**config.mk**
```make
export PLATFORM = sky130hd
export DESIGN_NAME = seg7_scan_driver
export DESIGN_NICKNAME = d
export VERILOG_FILES = /design/src/rtl/seg7_pkg.sv /design/src/rtl/hex_to_seg7.sv /design/src/rtl/seg7_scan_driver.sv
export SDC_FILE = /design/constraint.sdc
export NUM_CORES = 1
export LEC_CHECK = 0
export CORE_MARGIN = 2
export CORE_UTILIZATION = 40
export CTS_CLUSTER_SIZE = 25
export DETAILED_ROUTE_END_ITERATION = 16
export MAX_ROUTING_LAYER = met4
export PLACE_DENSITY = 0.7
export SYNTH_ARGS = -nofsm -noshare
export SYNTH_HDL_FRONTEND = slang
export SYNTH_HIERARCHICAL = 1
export SYNTH_SLANG_ARGS = --single-unit
```
**constraint.sdc**
```tcl
create_clock -name clk -period 6 [get_ports clk]
set_input_delay 0.9 -clock clk [delete_from_list [all_inputs] [get_ports clk]]
set_output_delay 0.9 -clock clk [all_outputs]
set_load 0.01 [all_outputs]
```
**src/rtl/seg7_pkg.sv**
```systemverilog
// Shared types and constants for the multiplexed 7-segment scan driver.
package seg7_pkg;

  typedef enum logic [1:0] {IDLE, SHOW, BLANK} state_t;

  localparam logic [3:0] DIG_OFF = 4'b1111;
  localparam logic [7:0] SEG_OFF = 8'hFF;

  // Active-low digit selects, indexed by digit number (digit 0 is rightmost).
  localparam logic [3:0][3:0] DIG_SEL = {4'b0111, 4'b1011, 4'b1101, 4'b1110};

  // Active-low hex font {g,f,e,d,c,b,a}, indexed by nibble value.
  localparam logic [15:0][6:0] FONT = {
    7'h0E, 7'h06, 7'h21, 7'h46, 7'h03, 7'h08, 7'h10, 7'h00,
    7'h78, 7'h02, 7'h12, 7'h19, 7'h30, 7'h24, 7'h79, 7'h40
  };

endpackage

```
**src/rtl/hex_to_seg7.sv**
```systemverilog
// Combinational hex nibble to active-low 7-segment pattern {g..a}.
module hex_to_seg7
  import seg7_pkg::*;
(
  input  logic [3:0] nibble,
  output logic [6:0] seg_c
);

  assign seg_c = FONT[nibble];

endmodule

```
**src/rtl/seg7_scan_driver.sv**
```systemverilog
// 4-digit multiplexed 7-segment scan driver with per-slot dead time.
// Define SEG7_LZ_SUPPRESS_EN to blank leading zero digits.
module seg7_scan_driver
  import seg7_pkg::*;
#(
  parameter int unsigned CLK_HZ    = 50_000_000,
  parameter int unsigned DIGIT_HZ  = 1000,
  parameter int unsigned BLANK_CYC = 16
) (
  input  logic        clk,
  input  logic        i_rst_n,
  input  logic        i_en,
  input  logic [15:0] i_value,
  input  logic [3:0]  i_dp,
  output logic [3:0]  o_dig,
  output logic [7:0]  o_seg,
  output logic        o_frame
);

  localparam int unsigned SLOT      = CLK_HZ / DIGIT_HZ;
  localparam int unsigned CNT_W     = (SLOT > 2) ? $clog2(SLOT) : 1;
  localparam int unsigned SHOW_LAST = SLOT - BLANK_CYC - 1;
  localparam int unsigned SLOT_LAST = SLOT - 1;

  generate
    if (BLANK_CYC < 1 || BLANK_CYC >= SLOT) begin : g_bad_blank
      $error("seg7_scan_driver: BLANK_CYC must satisfy 1 <= BLANK_CYC < CLK_HZ/DIGIT_HZ");
    end
  endgenerate

  state_t             state, nxt_state;
  logic [1:0]         idx, nxt_idx;
  logic [CNT_W-1:0]   cnt, nxt_cnt;
  logic [15:0]        shadow_value, nxt_value;
  logic [3:0]         shadow_dp, nxt_dp;
  logic [3:0]         nxt_dig;
  logic [7:0]         nxt_seg;
  logic               nxt_frame;
  logic [3:0]         nibble;
  logic [6:0]         font_c;
  logic               lz_blank;

  // Slot sequencing; the shadow latch fires only when digit 0 begins a frame.
  always_comb begin
    nxt_state = state;
    nxt_idx   = idx;
    nxt_cnt   = cnt;
    nxt_value = shadow_value;
    nxt_dp    = shadow_dp;
    nxt_frame = 1'b0;
    if (!i_en) begin
      nxt_state = IDLE;
      nxt_idx   = 2'd0;
      nxt_cnt   = '0;
    end else begin
      case (state)
        IDLE: begin
          nxt_state = SHOW;
          nxt_idx   = 2'd0;
          nxt_cnt   = '0;
          nxt_frame = 1'b1;
        end
        SHOW: begin
          nxt_cnt = cnt + CNT_W'(1);
          if (cnt == CNT_W'(SHOW_LAST)) nxt_state = BLANK;
        end
        BLANK: begin
          if (cnt == CNT_W'(SLOT_LAST)) begin
            nxt_state = SHOW;
            nxt_cnt   = '0;
            nxt_idx   = idx + 2'd1;
            nxt_frame = (idx == 2'd3);
          end else begin
            nxt_cnt = cnt + CNT_W'(1);
          end
        end
        default: begin
          nxt_state = IDLE;
          nxt_idx   = 2'd0;
          nxt_cnt   = '0;
        end
      endcase
      if (nxt_frame) begin
        nxt_value = i_value;
        nxt_dp    = i_dp;
      end
    end
  end

  assign nibble = nxt_value[{nxt_idx, 2'b00} +: 4];

`ifdef SEG7_LZ_SUPPRESS_EN
  assign lz_blank = (nxt_idx != 2'd0) && ((nxt_value >> {nxt_idx, 2'b00}) == 16'h0000);
`else
  assign lz_blank = 1'b0;
`endif

  hex_to_seg7 u_hex_to_seg7 (
    .nibble (nibble),
    .seg_c  (font_c)
  );

  // Outputs follow the next state so digit select and segments switch together.
  always_comb begin
    nxt_dig = DIG_OFF;
    nxt_seg = SEG_OFF;
    if (nxt_state == SHOW) begin
      nxt_dig = DIG_SEL[nxt_idx];
      nxt_seg = {~nxt_dp[nxt_idx], (lz_blank ? 7'h7F : font_c)};
    end
  end

  always_ff @(posedge clk or negedge i_rst_n) begin
    if (!i_rst_n) begin
      state        <= IDLE;
      idx          <= 2'd0;
      cnt          <= '0;
      shadow_value <= 16'h0000;
      shadow_dp    <= 4'h0;
      o_dig        <= DIG_OFF;
      o_seg        <= SEG_OFF;
      o_frame      <= 1'b0;
    end else begin
      state        <= nxt_state;
      idx          <= nxt_idx;
      cnt          <= nxt_cnt;
      shadow_value <= nxt_value;
      shadow_dp    <= nxt_dp;
      o_dig        <= nxt_dig;
      o_seg        <= nxt_seg;
      o_frame      <= nxt_frame;
    end
  end

endmodule

```
==> results.ini, run 1 <==
[sta]
grt_setup_unrepaired = false
drv_slew = 0
fmax_ghz = 0.2449
finalHoldViolations = 0
relSlewSlack_pct = 20.97
min_period_ps = 4083
skew_ps = 4.443
worst_pin_slew_ps = 1153
fin_tns_setup_ps = 0
period_share_pct = 68.05
setup_viol = 0

[power_and_ir_drop]
p_total_mw = 0.8383
internal_power_mw = 0.6038
combPwrFrac_pct = 24.5
switching_share_pct = 27.97
switchingPower_mw = 0.2344
cellPowerDensity_nw_per_um2 = 256.8
max-vdd-ir-drop_mv = 0.1207
p_seq_share_pct = 49.9
pwr-share-clk_pct = 25.6
leakagePower_nw = 1.438

[synth]
syn_area_per_cell_um2 = 11.16
synth_edf_count = 0
synthCells = 249
yosys.cell_types.count = 45
syn_nets = 285
synth_area_um2 = 2778
ys_seq_elements = 53
synth_ff_type = dfrtp_1
yosysSeqAreaShare_pct = 48.29
yosys_warnings = 6
synthArstFlopShare_pct = 100.0

[outcome]
status = finished clean

[detailed_routing]
wire_per_inst_um = 14.93
drt-pass1-iter-count = 4
drt-initial-drc-count = 119
drc_errors = 0
ant_nets = 0
vias = 1897
wl_mm = 5.451
via_per_inst = 5.197

[final_layout]
fin_nets = 320
drive_gt1_share_pct = 17.19
fin_cells = 365
synthToLayoutAreaGrowth_pct = 17.52
final_cell_area_um2 = 3264
n_antenna_cell = 0
nFillCells = 619
utilization_pct = 48.31

[flow_run]
cap_violations = 0

[floorplanning]
die_x_um = 87.33
placementRows = 30
core_area_um2 = 6756
die_area_um2 = 7627
ios = 36
die_h_um = 87.33
start_util_pct = 41.11

[placed_design]
io_buffers = 35
dp.cells = 357
hpwl_mm = 3.711
gp_congestion = 0.7826
placed_area_um2 = 3168

[critical_path]
crit_chain = clkdlybuf4s50_1 -> and3_1 -> a32o_2 -> mux2_2 -> mux2i_1 -> mux2i_1 -> inv_1 -> ha_1 -> inv_1 -> mux4_2 -> nand2b_1
r2r-end = o_seg[3]$_DFF_PN1_
ff2ff_path_depth = 11
cpPeakStageDelay_ps = 680
rrSetupSlack_ps = 1950
cp_data_arrival_time_ps = 4300
cp.required_ps = 6220
timing.rr.start = cnt[11]$_DFF_PN0_
end_kind = flop
crit_type = in2reg
critPathLaunchType = primary input
crit_slowest_cell = clkdlybuf4s50_1
critical_path.max_fanout = 22

[cts]
hold_buffers = 0
postCtsResizedCells = 0
cts_root_buffer = clkbuf_8
numCtsBuffers = 5
clock-sinks = 53
tritoncts = done
worstSkewPairLatency_ps = 310
cts.clk_slew.worst_paths_ps = 100
clockBufferDepth = 2
post_cts_buffers = 0
htreeDepth = 2

[min_path]
hold_path_class = reg2reg
hp-start = cnt[0]$_DFF_PN0_
holdPathEnd = cnt[0]$_DFF_PN0_
hold_path_depth = 1

[global_routing]
gr-total-overflow = 0
grt_pass1_vias = 2006
track_usage_pct = 16.50
grt_max_degree = 54
grt_pass1_wl_mm = 9.584
antenna_found_initial = 0

[area by class of cell]
| class | instances | area [µm²] | share of cell area [%] |
|---|---|---|---|
| clock inverter | 2 | 13.76 | 0.4216 |
| sequential | 53 | 1341 | 41.09 |
| multi-input combinational | 174 | 1321 | 40.48 |
| timing repair buffer | 36 | 352.8 | 10.81 |
| clock buffer | 6 | 82.58 | 2.530 |
| tap | 80 | 100.1 | 3.066 |
| inverter | 14 | 52.55 | 1.610 |
[critical path: cells and delay by family]
family | cells | cell delay [ps]
AO/OA/AOI/OAI | 1 | 530
AND/OR/NAND/NOR | 2 | 380
adder cells (fa/ha/maj) | 1 | 350
buffers and inverters | 3 | 930
multiplexers | 4 | 1200
[cell families after synthesis]
kind of cell | Yosys count | synth area share [%]
and+or+nand+nor | 85 | 16.35
AOI/OAI and AO/OA | 26 | 6.802
adders and majority gates | 13 | 5.856
xor gates and xnor gates | 15 | 4.730
muxes | 35 | 13.83
DFF | 53 | 48.29
buffers and inverters | 22 | 4.144
[how the worst max path moves through the flow]
stage / startpoint / end / slack [ps]
2_1_floorplan: i_en / o_seg[3]$_DFF_PN1_ / 2530
3_3_place_gp: i_en / o_seg[3]$_DFF_PN1_ / 1740
3_5_place_dp: i_en / o_seg[3]$_DFF_PN1_ / 1590
4_1_cts: i_en / o_seg[3]$_DFF_PN1_ / 1930
5_1_grt: i_en / o_seg[3]$_DFF_PN1_ / 1600
6_report: i_en / o_seg[3]$_DFF_PN1_ / 1920
[layer usage]
metal / vias up / wire [µm] / global-route usage, %
met5: - / 0 / -
met4: 0 / 21 / 3.636
met3: 2 / 146 / 4.076
met2: 26 / 2750 / 26.52
met1: 953 / 2533 / 21.18
li1: 916 / - / -
[placed cells by master (no fill, tap or decap), drive strengths merged, types with 7 or more instances in the layout]
cell           synthesis  layout
dfstp                 12      12
dfrtp                 41      41
ha                    13      13
mux2                  17      17
inv                   14      14
nor2                  26      26
xnor2                  8       8
xor2                   7       7
nand2                 13      13
nand3                  8       8
nand2b                 8       8
o21ai                  9       9
mux2i                 17      17
clkdlybuf4s50          0      34
[sequential cells by signal, indices dropped and copies added (netlist names)]
name	cells
idx	2
cnt	16
o_dig	4
shadow_dp	4
o_frame	1
shadow_value	16
o_seg	8
state	2
[power by group through the flow]
stage	registers (mW)	logic (mW)	clock network (mW)
6_report	0.418	0.205	0.215
3_3_place_gp	0.425	0.200	0
2_1_floorplan	0.430	0.127	0
4_1_cts	0.419	0.207	0.223
3_5_place_dp	0.425	0.205	0
5_1_grt	0.424	0.228	0.235
[cells in the mapped netlist (2+ instances only)]
library cell | count | area [µm²]
or2_2 | 2 | 12.51
and3_1 | 6 | 37.54
a21oi_1 | 4 | 20.02
buf_2 | 2 | 10.01
inv_1 | 13 | 48.80
xor2_1 | 7 | 61.31
o21ai_0 | 7 | 35.03
ha_1 | 13 | 162.7
buf_4 | 2 | 15.01
nand4_1 | 6 | 37.54
buf_6 | 3 | 33.78
nand2_1 | 13 | 48.80
mux2_2 | 17 | 191.4
a21o_1 | 2 | 15.01
and4_1 | 2 | 17.52
o21ai_1 | 2 | 10.01
dfstp_2 | 12 | 315.3
or3_1 | 2 | 12.51
dfrtp_1 | 41 | 1026
nand3b_1 | 4 | 30.03
xnor2_1 | 8 | 70.07
and2_1 | 3 | 18.77
nor2_1 | 26 | 97.59
nand2b_1 | 8 | 50.05
nand3_1 | 8 | 40.04
mux2i_1 | 17 | 170.2
[metrics by stage]
stage               setup WS, ps  hold WS, ps
global route                1599        513.8
CTS                         1934        481.0
detailed placement          1592        467.4
global placement            1738        470.2
floorplan                   2535        447.9
finish                      1917        477.7
No activity file was read; power rests on OpenSTA's default activity.
==> run 2: changes to the inputs <==
Settings changed: PLACE_DENSITY 0.7 to 0.72.
Clock period 6 ns to 3.7 ns, I/O delays scaled along.
==> run 2 against run 1 <==
Compared with the run above: worst setup slack lost 1600 ps; worst hold slack lost 59 ps; clock skew grew 8.7 ps; critical endpoint unchanged; largest cell class unchanged; highest routed layer unchanged.
==> results.ini, run 2 (synthesis results as in run 1) <==
[placed_design]
hpwl_mm = 3.609
io_buffers = 35
dp.cells = 365
gp_congestion = 0.8217

[global_routing]
grt_max_degree = 49
antenna_found_initial = 0
grt_pass1_vias = 1937
track_usage_pct = 15.14
gr-total-overflow = 0
grt_pass1_wl_mm = 8.880

[final_layout]
drive_gt1_share_pct = 19.45
fin_nets = 328
synthToLayoutAreaGrowth_pct = 19.73
fin_cells = 373
n_antenna_cell = 0
layout_commonest_cell = dfrtp_1
utilization_pct = 49.22
final_cell_mix = dfrtp_1 (41), clkdlybuf4s50_1 (34), nor2_1 (26), mux2_2 (17), mux2i_1 (17)
top_regs = cnt (16), shadow_value (16), o_seg (8)
seqCellArea_um2 = 1341
nFillCells = 608
multiInputGateArea_um2 = 1321

[critical_path]
timing.rr.start = cnt[11]$_DFF_PN0_
crit_top_cell = mux2i_1
crit_family = multiplexers
crit_slowest_cell = a32o_2
end_kind = flop
cpPeakStageDelay_ps = 540
crit_start = cnt[11]$_DFF_PN0_
cp_data_arrival_time_ps = 3640
cp.required_ps = 3920
critPathLaunchType = flop
critical_path_buf_inv_count = 2
crit_type = reg2reg
critical_path.max_fanout = 19
crit_chain = or3_4 -> nor4_4 -> a32o_2 -> buf_4 -> mux2_2 -> mux2i_1 -> mux2i_1 -> inv_2 -> mux4_2 -> nand2b_1

[detailed_routing]
via_per_inst = 5.086
wire_per_inst_um = 13.72
vias = 1897
drt-pass1-iter-count = 4
ant_nets = 0
drt-initial-drc-count = 84
wl_mm = 5.119
drc_errors = 0

[floorplanning]
placementRows = 30
start_util_pct = 41.11
die_x_um = 87.33
core_area_um2 = 6756
die_h_um = 87.33
die_area_um2 = 7627
ios = 36

[cts]
clock-sinks = 53
numCtsBuffers = 5
hold_buffers = 0
post_cts_buffers = 0
postCtsResizedCells = 0
clockBufferDepth = 2
cts_root_buffer = clkbuf_8
htreeDepth = 2
worstSkewPairLatency_ps = 320
tritoncts = done
cts.clk_slew.worst_paths_ps = 110

[sta]
min_period_ps = 3418
period_share_pct = 92.37
finalHoldViolations = 0
worst_pin_slew_ps = 1046
fin_tns_setup_ps = 0
setup_viol = 0
whs_ps = 418.9
drv_slew = 0
relSlewSlack_pct = 30.26
grt_setup_unrepaired = false
fmax_ghz = 0.2926
skew_ps = 13.18

[power_and_ir_drop]
cellPowerDensity_nw_per_um2 = 411.2
leakagePower_nw = 1.475
p_total_mw = 1.368
max-vdd-ir-drop_mv = 0.2023

[flow_run]
cap_violations = 0

[outcome]
status = finished clean

[min_path]
hold_path_class = in2async

-- run 2: final cells by class --
cell class                      count  share of cell area, %
Sequential cell                    53                  40.33
Multi-Input combinational cell    174                  39.73
Timing Repair Buffer               44                  12.42
Tap cell                           80                  3.010
Clock buffer                        5                  2.069
Inverter                           14                  1.580
Clock inverter                      3                 0.8653
-- run 2: where the power goes --
| part | internal (mW) | leakage, nW | switching (mW) |
|---|---|---|---|
| registers | 0.658 | 0.651 | 0.0205 |
| clock network | 0.142 | 0.0506 | 0.210 |
| logic | 0.177 | 0.774 | 0.160 |
-- run 2: worst paths after layout --
path / end / slack [ps] / depth (start not counted)
max: o_seg[3]$_DFF_PN1_ / 280 / 10
min: shadow_dp[2]$_DFF_PN0_ / 420 / 1
max reg2reg: o_seg[3]$_DFF_PN1_ / 280 / 10
min reg2reg: cnt[0]$_DFF_PN0_ / 490 / 1
max in group asynchronous: idx[0]$_DFF_PN0_ / 2600 / 2
min in group clk: cnt[0]$_DFF_PN0_ / 490 / 1
-- run 2: worst reg2reg max path, cell delays in order (launching register included) --
cell and delay, ps:
dfrtp_1 440, or3_4 390, nor4_4 260, a32o_2 540, buf_4 230, mux2_2 340, mux2i_1 160, mux2i_1 180
inv_2 140, mux4_2 490, nand2b_1 150
-- run 2: routing by layer --
metal | up-vias | routed length, µm | GRT usage [%]
li1 | 940 | - | -
met1 | 917 | 2450 | 18.85
met2 | 34 | 2448 | 25.14
met3 | 6 | 158 | 2.844
met4 | 0 | 62 | 4.336
met5 | - | 0 | -
-- run 2: stage by stage --
step	setup slack, ps	cell area (µm²)
after floorplan	462.6	2778
after global placement	225.8	3228
after detailed placement	197.1	3228
after CTS	246.6	3326
after global routing	14.49	3326
final	282.3	3326
